`src/rtl/mem_arb_pkg.sv`:
```
// Shared types and default geometry for the round-robin memory arbiter.
package mem_arb_pkg;

    localparam int DEF_NUM_REQ = 4;
    localparam int MEM_ADDR_W  = 12;
    localparam int MEM_DATA_W  = 8;
    localparam int DEF_TIMEOUT = 16;

    typedef enum logic [1:0] {
        IDLE = 2'd0,
        BUSY = 2'd1,
        RESP = 2'd2
    } arb_state_e;

    // Latched command, sized for the 4Kx8 memory this arbiter fronts.
    typedef struct packed {
        logic                  write;
        logic [MEM_ADDR_W-1:0] addr;
        logic [MEM_DATA_W-1:0] wdata;
    } mem_cmd_t;

endpackage

```
`src/rtl/rr_arbiter.sv`:
```
// Combinational round-robin pick: first valid requester at or after ptr.
module rr_arbiter #(
    parameter int NUM_REQ = 4,
    parameter int IDX_W   = 2
) (
    input  logic [NUM_REQ-1:0] valid,
    input  logic [IDX_W-1:0]   ptr,
    output logic [NUM_REQ-1:0] grant,
    output logic [IDX_W-1:0]   idx,
    output logic               any
);

    always_comb begin
        int j;
        grant = '0;
        idx   = '0;
        any   = 1'b0;
        j     = 0;
        for (int i = 0; i < NUM_REQ; i++) begin
            j = int'(ptr) + i;
            if (j >= NUM_REQ) j = j - NUM_REQ;
            if (!any && valid[j]) begin
                any      = 1'b1;
                idx      = IDX_W'(j);
                grant[j] = 1'b1;
            end
        end
    end

endmodule

```
`src/rtl/mem_arbiter.sv`:
```
// Round-robin arbiter sharing one memory port among NUM_REQ requesters.
// Optional ack timeout enabled by defining MEM_ARB_TIMEOUT_EN.
module mem_arbiter
    import mem_arb_pkg::*;
#(
    parameter int NUM_REQ = DEF_NUM_REQ,
    parameter int ADDR_W  = MEM_ADDR_W,
    parameter int DATA_W  = MEM_DATA_W,
    parameter int TIMEOUT = DEF_TIMEOUT
) (
    input  logic                           clock,
    input  logic                           reset,
    input  logic [NUM_REQ-1:0]             req_valid,
    output logic [NUM_REQ-1:0]             req_ready,
    input  logic [NUM_REQ-1:0]             req_write,
    input  logic [NUM_REQ-1:0][ADDR_W-1:0] req_addr,
    input  logic [NUM_REQ-1:0][DATA_W-1:0] req_wdata,
    output logic [NUM_REQ-1:0]             rsp_valid,
    output logic [DATA_W-1:0]              rsp_rdata,
    output logic                           rsp_err,
    output logic                           mem_readEnable,
    output logic                           mem_writeEnable,
    output logic [ADDR_W-1:0]              mem_rwAddr,
    output logic [DATA_W-1:0]              mem_writeData_in,
    input  logic [DATA_W-1:0]              mem_readData_out,
    input  logic                           mem_ack
);

    localparam int IDX_W = (NUM_REQ > 1) ? $clog2(NUM_REQ) : 1;

    arb_state_e         state, nextState;
    logic [IDX_W-1:0]   ptr, gIdx, grantIdx;
    logic [NUM_REQ-1:0] grant;
    logic               anyValid, accept, done, timeout;
    mem_cmd_t           cmd;
    logic [DATA_W-1:0]  rdata;
    logic               err;

    rr_arbiter #(.NUM_REQ(NUM_REQ), .IDX_W(IDX_W)) uRr (
        .valid (req_valid),
        .ptr   (ptr),
        .grant (grant),
        .idx   (grantIdx),
        .any   (anyValid)
    );

`ifdef MEM_ARB_TIMEOUT_EN
    localparam int CNT_W = $clog2(TIMEOUT + 1);
    logic [CNT_W-1:0] busyCnt;

    always_ff @(posedge clock or negedge reset) begin
        if (!reset)                busyCnt <= '0;
        else if (accept)           busyCnt <= '0;
        else if (state == BUSY)    busyCnt <= busyCnt + 1'b1;
    end

    // Last BUSY cycle is the TIMEOUT-th; an ack in that cycle still wins.
    assign timeout = (state == BUSY) && (busyCnt == CNT_W'(TIMEOUT - 1));
`else
    assign timeout = 1'b0;
`endif

    always_ff @(posedge clock or negedge reset) begin
        if (!reset) state <= IDLE;
        else        state <= nextState;
    end

    always_comb begin
        nextState = state;
        accept    = 1'b0;
        done      = 1'b0;
        case (state)
            IDLE: if (anyValid) begin
                nextState = BUSY;
                accept    = 1'b1;
            end
            BUSY: if (mem_ack || timeout) begin
                nextState = RESP;
                done      = 1'b1;
            end
            RESP:    nextState = IDLE;
            default: nextState = IDLE;
        endcase
    end

    always_ff @(posedge clock or negedge reset) begin
        if (!reset) begin
            ptr             <= '0;
            gIdx            <= '0;
            cmd             <= '0;
            rdata           <= '0;
            err             <= 1'b0;
            mem_readEnable  <= 1'b0;
            mem_writeEnable <= 1'b0;
        end else begin
            if (accept) begin
                gIdx            <= grantIdx;
                cmd.write       <= req_write[grantIdx];
                cmd.addr        <= req_addr[grantIdx];
                cmd.wdata       <= req_wdata[grantIdx];
                rdata           <= '0;
                err             <= 1'b0;
                mem_readEnable  <= ~req_write[grantIdx];
                mem_writeEnable <= req_write[grantIdx];
            end
            if (done) begin
                mem_readEnable  <= 1'b0;
                mem_writeEnable <= 1'b0;
                if (mem_ack) begin
                    if (!cmd.write) rdata <= mem_readData_out;
                end else begin
                    err <= 1'b1;
                end
            end
            if (state == RESP)
                ptr <= (gIdx == IDX_W'(NUM_REQ - 1)) ? '0 : gIdx + 1'b1;
        end
    end

    // Ready is gated by reset so nothing is offered while the block is held.
    assign req_ready        = (accept && reset) ? grant : '0;
    assign rsp_valid        = (state == RESP) ? (NUM_REQ'(1) << gIdx) : '0;
    assign rsp_rdata        = (state == RESP) ? rdata : '0;
    assign rsp_err          = (state == RESP) && err;
    assign mem_rwAddr       = cmd.addr;
    assign mem_writeData_in = cmd.wdata;

endmodule

```
`config.mk`:
```
export PLATFORM = sky130hd
export DESIGN_NAME = mem_arbiter
export DESIGN_NICKNAME = d
export VERILOG_FILES = /design/src/rtl/mem_arb_pkg.sv /design/src/rtl/rr_arbiter.sv /design/src/rtl/mem_arbiter.sv
export SDC_FILE = /design/constraint.sdc
export NUM_CORES = 1
export LEC_CHECK = 0
export BUFFER_PORTS_ARGS = -buffer_cell sky130_fd_sc_hd__buf_2
export CORE_ASPECT_RATIO = 2
export CORE_UTILIZATION = 30
export CTS_CLUSTER_SIZE = 10
export DETAILED_ROUTE_END_ITERATION = 10
export PLACE_DENSITY = 0.59
export SKIP_LAST_GASP = 1
export SYNTH_ARGS = -nofsm -noshare
export SYNTH_HDL_FRONTEND = slang
export SYNTH_HIERARCHICAL = 1
export SYNTH_SLANG_ARGS = --single-unit
```
`constraint.sdc`:
```
create_clock -name clock -period 7.15 [get_ports clock]
set_clock_uncertainty 0.1 [all_clocks]
set_input_delay 0.3575 -clock clock [delete_from_list [all_inputs] [get_ports clock]]
set_output_delay 0.3575 -clock clock [all_outputs]
set_load 0.02 [all_outputs]
```
==> results by group <==
Timing
  • Final-report hold violation count: 0
  • Slew headroom: a little over a quarter
  • Worst-margin pin slew: about 1.1 ns
  • Slew Limit Fails: 0
  • Sum Neg Setup Slack: 0 ns
  • Fmax: 255 MHz
  • Crit share post-route: 54.8%
  • Min Tclk post-route: between 3 and 4 ns
  • Unrepaired setup endpoints after global routing: no
  • # setup viols final: 0
  • Final hold slack: 0.0435 ns

Routing
  • WL/cell: ~15 um
  • Vias/cell: about 4.8
  • Post-route DRC: 0
  • Met3 WL: just under 300 um
  • Initial DRT Pass Iterations: 4
  • M1 WL: approximately 2800 um
  • Vias: between 2000 and 2500
  • DR top layer: met4
  • Drt total wl: 7390 um
  • Initial DRC count: between 90 and 100
  • Met2 Routed Length: between 4000 and 5000 um
  • Post-route ant nets: 0

Die
  • Site row count: 49
  • Die H: approximately 140 um
  • Chip width: about 70 um
  • Die footprint: 9610 um2
  • I/O pins: about 140
  • Core area: 8950 um2
  • Initial Util: between 30% and 40%

Clocking
  • CTS buffer count: 5
  • Longest Clk Path Bufs: 2
  • Post-CTS Resized: 0
  • Number of setup buffers added after CTS: 0
  • CTS Root Cell: clkbuf_16
  • Worst-path clk slew: 0.06 ns
  • Cts hold-fix bufs: 0
  • H-Tree Depth: 2
  • CTS tree: yes
  • Worst skew pair latency: ~0.28 ns
  • Clock Sink Count: 38

Critical path
  • CP Capture Type: flip-flop
  • CP required: 7.21 ns
  • CP dominant cell by count: nand2_1
  • Cell family contributing the most delay on the critical path: compound AO/OA/AOI/OAI gates
  • Worst setup path category: reg2reg
  • CP max stage delay: just over 0.9 ns
  • Reg-to-Reg Start: ptr[0]
  • R2R Setup Slk: approximately 3.2 ns
  • Worst path slowest cell: a32o_1
  • Reg2Reg Depth: 8
  • CP max FO: 22
  • Worst Path Buf+Inv: 1
  • Worst Path Arrival: 3.97 ns
  • Critical Path Start Type: flip-flop
  • Crit path cell chain: inv_1 -> ha_1 -> mux4_2 -> o311ai_0 -> a32o_1 -> mux4_1 -> nand2_1 -> nand2_1
  • End of the worst register-to-register path: mem_writeEnable

Yosys
  • Ys flop type: dfrtp_1
  • Cells after Synth: about 270
  • Synth Net Count: between 300 and 400
  • Asr flop ratio synth: 100%
  • Ys Warns: 6
  • Area leader, netlist: dfrtp_1
  • Mapped cell area: between 2000 and 3000 um2
  • Avg Cell Area, Syn: 10.2 um2
  • Area fraction of the dominant cell type after synthesis: roughly 34%
  • Synth top cells by count: nand2_1 (84), dfrtp_1 (38), buf_4 (20), mux4_2 (20), o21ai_0 (15)
  • Yosys cell types: 34
  • Register bit total from synthesis: 38
  • Synth top area cells: dfrtp_1 (34%), mux4_2 (16%), nand2_1 (11%)
  • Most common cell in the netlist: nand2_1
  • Seq/Total Area, Yosys: 34.5%
  • EDFF count, synth: 0

Layout
  • Multi-input gate area: approximately 1600 um2
  • Post-Layout Cell Count: 486
  • Antenna cells: 0
  • Area growth syn-to-layout: 29.1%
  • Share of cells above drive strength 1: a little under half
  • Fillers: 934
  • Layout Nets: just under 500
  • Reg area: around 950 um2

Place
  • Port Buffers: 137
  • Placed cell count: 478
  • Placer congestion estimate: 0.806
  • DP HPWL: 5730 um

Global routing
  • Total global routing overflow: 0
  • Overall global routing resource usage: between 15 and 20%
  • Largest net degree at the start of global routing: 43
  • Vias in the first global route: 2413
  • Antenna violations before repair: 0
  • First-pass GRT wire length: roughly 11000 um

Pwr
  • Lkg Pwr: ~0.0019 uW
  • PwrDens: ~490 nW/um2
  • Overall Power: roughly 1800 uW
  • Peak VDD IR: 0.209 mV

Status
  • Status: finished clean

Run
  • Max-cap viol count: 0

Worst hold path
  • Hold crit path type: in2async
==> registers in the layout (all words and copies together), names as in the netlist, 2 cells and up <==
register	count
gIdx	2
mem_rwAddr	12
mem_writeData_in	8
ptr	2
rdata	8
state	2
==> layout by cell type, fill, tap and decap left out, types with 2 or more instances in the layout <==
cell type	count
nand2_1	84
and3_1	4
nor2_1	5
buf_2	137
dfrtp_1	38
mux2_2	4
ha_1	12
nor2b_1	2
and2_1	14
clkbuf_16	5
o21ai_0	15
a21oi_1	2
mux4_2	20
inv_1	6
buf_4	3
mux4_1	5
bufinv_16	2
a22oi_1	8
==> where the power goes <==
group          internal (uW)  total (uW)  leakage, uW  switching (uW)
clock                    200         287    0.0000940            87.1
combinational            477        1070      0.00128             591
sequential               322         405     0.000477            83.3
==> layout make-up <==
| type | instances | area share, % |
|---|---|---|
| inverters | 6 | 0.632 |
| repair buffers | 140 | 19.9 |
| flip-flops and latches | 38 | 26.7 |
| clock inverters | 3 | 1.93 |
| clock buffers | 5 | 3.51 |
| well taps | 102 | 3.58 |
| multi-input cells | 192 | 43.8 |
==> worst max-delay path by stage <==
stage | from | endpoint | slack, ns | cells after the start
2_1_floorplan | ptr[1] | mem_rwAddr[0] | 4.15 | 7
3_3_place_gp | ptr[0] | mem_writeEnable | 3.42 | 8
3_5_place_dp | ptr[0] | mem_writeEnable | 3.25 | 8
4_1_cts | ptr[0] | mem_writeEnable | 3.25 | 8
5_1_grt | ptr[0] | mem_writeEnable | 2.93 | 8
6_report | ptr[0] | mem_writeEnable | 3.23 | 8
==> worst reg2reg max path: stages, from the launching register on <==
cell	delay (ns)
dfrtp_1	0.73
inv_1	0.21
ha_1	0.40
mux4_2	0.44
o311ai_0	0.38
a32o_1	0.92
mux4_1	0.45
nand2_1	0.11
nand2_1	0.06
==> kinds of logic after synthesis <==
group / synth area share [%]
AND/OR/NAND/NOR: 19.9
buffers and inverters: 9.75
flip-flops: 34.5
AO/OA/AOI/OAI: 7.34
multiplexers: 23.1
adder cells (fa/ha/maj): 5.44
==> through the flow <==
step / cell area [um2] / setup slack, ns / util (%)
after floorplan: 2760 / 4.15 / -
after global placement: 3370 / 3.42 / 37.6
after detailed placement: 3370 / 3.25 / 37.6
after CTS: 3560 / 3.25 / 39.8
after global routing: 3560 / 2.93 / 39.8
final: 3560 / 3.23 / 39.8
==> layer usage <==
| metal | up-vias | GRT usage, % |
|---|---|---|
| li1 | 1145 | - |
| met1 | 1123 | 17.1 |
| met2 | 77 | 28.3 |
| met3 | 7 | 2.41 |
| met4 | 0 | 5.33 |
| met5 | - | 0 |
No activity file was read; power rests on OpenSTA's default activity.
